==> config.mk <==
export PLATFORM = sky130hd
export DESIGN_NAME = hazard_forward_ctrl
export DESIGN_NICKNAME = d
export VERILOG_FILES = /design/src/rtl/pipeline_pkg.sv /design/src/rtl/stage_tracker.sv /design/src/rtl/hazard_forward_ctrl.sv
export SDC_FILE = /design/constraint.sdc
export NUM_CORES = 1
export LEC_CHECK = 0
export BUFFER_PORTS_ARGS = -buffer_cell sky130_fd_sc_hd__buf_2
export CAP_MARGIN = 10
export CORE_UTILIZATION = 50
export CTS_CLUSTER_DIAMETER = 80
export DETAILED_ROUTE_END_ITERATION = 12
export PLACE_DENSITY = 0.85
export SLEW_MARGIN = 20
export SYNTH_ARGS = -nofsm -noshare
export SYNTH_HDL_FRONTEND = slang
export SYNTH_SLANG_ARGS = --single-unit
==> constraint.sdc <==
create_clock -name clk -period 3.4 [get_ports clk]
set_input_delay 0.17 -clock clk [delete_from_list [all_inputs] [get_ports clk]]
set_output_delay 0.17 -clock clk [all_outputs]
set_load 0.02 [all_outputs]
==> src/rtl/pipeline_pkg.sv <==
// Shared types for the EX-stage hazard and forwarding controller.
// Forward selector codes, controller state and scoreboard entry.
package pipeline_pkg;

  localparam int RB_W = 4;

  typedef enum logic [1:0] {
    FWD_REG = 2'b00,
    FWD_WB  = 2'b01,
    FWD_MEM = 2'b10
  } fwd_sel_t;

  typedef enum logic [1:0] {
    RUN        = 2'b00,
    LOAD_STALL = 2'b01,
    MEM_WAIT   = 2'b10
  } hz_state_t;

  typedef struct packed {
    logic [RB_W-1:0] rd;
    logic            regWrite;
    logic            memRead;
    logic            memAccess;
  } stage_info_t;

  // Nearest producer wins: EX result beats MEM result.
  function automatic fwd_sel_t fwd_pick(
    input logic            uses,
    input logic [RB_W-1:0] rs,
    input stage_info_t     ex,
    input stage_info_t     mem
  );
    if (uses && ex.regWrite && ex.rd == rs)
      return FWD_MEM;
    if (uses && mem.regWrite && mem.rd == rs)
      return FWD_WB;
    return FWD_REG;
  endfunction

endpackage

==> src/rtl/stage_tracker.sv <==
// EX/MEM/WB destination scoreboard.
// Shifts each cycle unless held; EX takes a bubble on request.
module stage_tracker
  import pipeline_pkg::*;
(
  input  logic        clk,
  input  logic        resetN,
  input  logic        hold,
  input  logic        bubble,
  input  stage_info_t id,
  output stage_info_t ex,
  output stage_info_t mem,
  output stage_info_t wb
);

  // Advance the scoreboard one stage per unfrozen cycle.
  always_ff @(posedge clk or negedge resetN) begin
    if (!resetN) begin
      ex  <= '0;
      mem <= '0;
      wb  <= '0;
    end else if (!hold) begin
      wb  <= mem;
      mem <= ex;
      ex  <= bubble ? '0 : id;
    end
  end

endmodule

==> src/rtl/hazard_forward_ctrl.sv <==
// Execute-stage hazard detection and forwarding control.
// Stall/flush are combinational; selectors and state are registered.
module hazard_forward_ctrl
  import pipeline_pkg::*;
#(
  parameter int REG_BITS = RB_W
) (
  input  logic                clk,
  input  logic                resetN,
  input  logic [REG_BITS-1:0] idRs1,
  input  logic [REG_BITS-1:0] idRs2,
  input  logic                idUsesRs1,
  input  logic                idUsesRs2,
  input  logic [REG_BITS-1:0] idRd,
  input  logic                idRegWrite,
  input  logic                idMemRead,
  input  logic                idMemAccess,
  input  logic                branchTaken,
  input  logic                memReady,
  output logic [1:0]          data1ForwardSelector,
  output logic [1:0]          data2ForwardSelector,
  output logic                stallF,
  output logic                stallD,
  output logic                stallE,
  output logic                stallM,
  output logic                flushD,
  output logic                flushE
);

  stage_info_t id_info;
  stage_info_t ex;
  stage_info_t mem;
  stage_info_t wb;
  fwd_sel_t    sel1_n;
  fwd_sel_t    sel2_n;
  fwd_sel_t    sel1_q;
  fwd_sel_t    sel2_q;
  hz_state_t   state;
  logic        memWait;
  logic        loadUse;

  assign id_info = '{
    rd:        idRd,
    regWrite:  idRegWrite,
    memRead:   idMemRead,
    memAccess: idMemAccess
  };

  stage_tracker u_track (
    .clk    (clk),
    .resetN (resetN),
    .hold   (memWait),
    .bubble (flushE),
    .id     (id_info),
    .ex     (ex),
    .mem    (mem),
    .wb     (wb)
  );

  // Hazard detection and prioritised stall/flush decode.
  always_comb begin
    memWait = mem.memAccess && !memReady;
    sel1_n  = fwd_pick(idUsesRs1, idRs1, ex, mem);
    sel2_n  = fwd_pick(idUsesRs2, idRs2, ex, mem);
    loadUse = ex.memRead &&
              (sel1_n == FWD_MEM || sel2_n == FWD_MEM);
    stallF  = 1'b0;
    stallD  = 1'b0;
    stallE  = 1'b0;
    stallM  = 1'b0;
    flushD  = 1'b0;
    flushE  = 1'b0;
    priority case (1'b1)
      memWait: begin
        stallF = 1'b1;
        stallD = 1'b1;
        stallE = 1'b1;
        stallM = 1'b1;
      end
      branchTaken: begin
        flushD = 1'b1;
        flushE = 1'b1;
      end
      loadUse: begin
        stallF = 1'b1;
        stallD = 1'b1;
        flushE = 1'b1;
      end
      default: ;
    endcase
  end

  // Selector registers and observable controller state.
  always_ff @(posedge clk or negedge resetN) begin
    if (!resetN) begin
      sel1_q <= FWD_REG;
      sel2_q <= FWD_REG;
      state  <= RUN;
    end else if (memWait) begin
      state  <= MEM_WAIT;
    end else if (flushE) begin
      sel1_q <= FWD_REG;
      sel2_q <= FWD_REG;
      state  <= branchTaken ? RUN : LOAD_STALL;
    end else begin
      sel1_q <= sel1_n;
      sel2_q <= sel2_n;
      state  <= RUN;
    end
  end

  assign data1ForwardSelector = sel1_q;
  assign data2ForwardSelector = sel2_q;

endmodule

==> results.yml <==
outcome:
  status: "complete, but fails checks"
  violations: "DRC"
global_route:
  grt_pass1_vias: 738
  grtUsageMet1_pct: 32.3
  met2_usage_pct: 37.1
  grt_start_max_net_pins: 23
  grtUsageMet3_pct: 2.40
  antenna_found_initial: 0
  top_usage_layer: "met2"
  grt_pass1_wl_um: 3310
  gr-total-overflow: 0
  grt_use_total_pct: 23.3
worst_hold_path:
  hold_start: "branchTaken"
  hp-class: "in -> reg"
  whs_path_depth: 2
logic_synthesis:
  syn_area_um2: 913
  yosys_warnings: 0
  syn_avg_cell_area_um2: 9.32
  syn_inst: 98
  ys_seq_area_share_pct: 46.6
  ys_types: 28
  syn_nets: 119
  synth-seq-cells: 17
setup_path:
  worst-r2r-cell-count: 5
  start_kind: "flip-flop"
  endpoint: "stallD"
  r2r-end: "u_track.ex[3]$_DFFE_PN0N_"
  path_max_fanout: 11
  critPathRequiredTime_ns: 3.23
  crit_type: "reg -> out"
  r2r_start: "u_track.ex[5]$_DFFE_PN0N_"
  r2r_slack_ns: 1.36
  cp-startpoint: "u_track.ex[5]$_DFFE_PN0N_"
  end_kind: "primary output"
  cp.arrival_ns: 2.36
timing:
  max_freq_mhz: 395
  setup_viol: 0
  slew_viol_final: 0
  relSlewSlack_pct: 57.1
  worst_pin_slew_ns: 0.643
  fin_skew_ns: 0.00211
  hold_viol_final: 0
  tns_ns: 0
  fin_ws_ns: 0.866
  fin_crit_sh_pct: 74.5
  period_minus_slack_ns: 2.53
  rsz0062_at_grt: "no"
cts:
  cts_tree: "built"
  cts_buffers: 3
  clockBufferDepth: 2
  cts_root_buf: "clkbuf_4"
  htree_num_levels: 1
  clkSinkCount: 17
  insertion_delay_ns: 0.30
  clk_pin_slew_worst_paths_ns: 0.11
  cts_resized: 0
cells_and_area:
  area_delta_synth_final_pct: 20.3
  diodes: 0
  layout-drive-gt1-share_pct: 29.9
  nFillCells: 166
  mostFrequentLayoutCell: "buf_2"
  nets: 149
  layout_common_cells: "30 x buf_2, 18 x nand2_1, 17 x dfrtp_1"
detailed_routing:
  drtIter0Drc: 20
  routedWlPerCell_um: 13.8
  drc: 1
  vias_per_cell: 5.42
  dr.pass1.iters: 8
  vias: 824
  wirelength_um: 2100
  ant_nets: 0
die:
  die_w_um: 44.7
  io_pins: 31
  die_h_um: 44.7
  die_area_um2: 2000
  coreArea_um2: 1730
  rows: 15
  initial_core_util_pct: 52.9
flow_run:
  drv_cap: 0
place:
  place_congestion: 0.871
  dp_slack_ns: 1.24
  io_buffers: 30
  dp_hpwl_um: 1480
power_and_ir_drop:
  p_leak_nw: 0.552
  p_per_area_nw_per_um2: 408
  irDropWorstVdd_mv: 0.260
-- sequential cells by signal, indices dropped and copies added, names as in the netlist --
register,count
u_track.mem,6
data2ForwardSelector,2
u_track.ex,7
data1ForwardSelector,2
-- area by class of cell --
cell class	instances	area (µm²)	area share [%]
multi-input cells	69	428	39.0
repair buffers	32	168	15.3
clock buffers	3	22.5	2.05
well taps	25	31.3	2.85
inverters	5	18.8	1.71
clock inverters	1	5.00	0.456
flip-flops and latches	17	425	38.7
-- per-layer routing --
metal	vias to the layer above	share of wire, %
li1	401	-
met1	395	44
met2	24	50
met3	4	3.8
met4	0	1.3
met5	-	0
-- repair_timing --
action,4_1_cts,5_1_grt
hold buffers,1,0
endpoints found under the hold margin,17,0
setup buffers,0,0
-- cells by family (layout without fill, tap and decap cells) --
family / after synthesis / count (layout) / share of synthesized area, %
and+or+nand+nor: 35 / 35 / 18.5
AOI/OAI and AO/OA: 21 / 21 / 15.9
DFF: 17 / 17 / 46.6
xor gates and xnor gates: 13 / 13 / 12.5
buffers and inverters: 12 / 41 / 6.57
-- how the worst min path moves through the flow --
stage / to
CTS: data2ForwardSelector[1]$_DFFE_PN0N_
global placement: u_track.mem[4]$_DFFE_PN0N_
floorplan: data1ForwardSelector[0]$_DFFE_PN0N_
finish: data1ForwardSelector[1]$_DFFE_PN0N_
global route: data2ForwardSelector[1]$_DFFE_PN0N_
detailed placement: u_track.mem[4]$_DFFE_PN0N_
-- cell usage after synthesis (all sizes together) --
cell / number / area share, %
nand2: 18 / 7.4
dfrtp: 17 / 47
xor2: 10 / 9.6
nand3: 7 / 3.8
o21ai: 7 / 3.8
buf: 4 / 3.3
inv: 4 / 1.6
clkbuf: 3 / 1.2
nand4: 3 / 2.1
o22ai: 3 / 2.1
xnor2: 3 / 2.9
a211oi: 2 / 1.6
a22oi: 2 / 1.6
nand2b: 2 / 1.4
nor4: 2 / 1.4
o41ai: 2 / 1.9
a21boi: 1 / 1.2
a21o: 1 / 0.82
a222oi: 1 / 1.1
clkinv: 1 / 0.41
nor2: 1 / 0.41
nor3: 1 / 0.55
o211ai: 1 / 0.82
o21a: 1 / 0.82
or4b: 1 / 1.5
-- power by group --
part | total, W | internal, W | switching, W
sequential | 0.000237 | 0.000219 | 0.0000179
combinational | 0.0000979 | 0.0000403 | 0.0000576
clock | 0.000113 | 0.0000438 | 0.0000694
-- metrics by stage --
stage / utilization [%] / power [W] / hold WS, ns / std cells / area, µm²
global route: 63.6 / 0.000469 / 0.107 / 152 / 1100
floorplan: - / 0.000301 / -0.126 / 98 / 913
global placement: 61.4 / 0.000333 / 0.112 / 147 / 1060
CTS: 63.6 / 0.000449 / 0.0973 / 152 / 1100
finish: 63.6 / 0.000448 / 0.0970 / 152 / 1100
detailed placement: 61.4 / 0.000337 / 0.112 / 147 / 1060
-- worst max-delay path, cell delays in order, from the launching register on --
cell      delay (ns)
dfrtp_1         0.39
inv_1           0.09
a222oi_1        0.29
or4b_4          0.52
a21boi_2        0.42
a21o_1          0.20
buf_2           0.16
(Power assumes the default switching activity.)
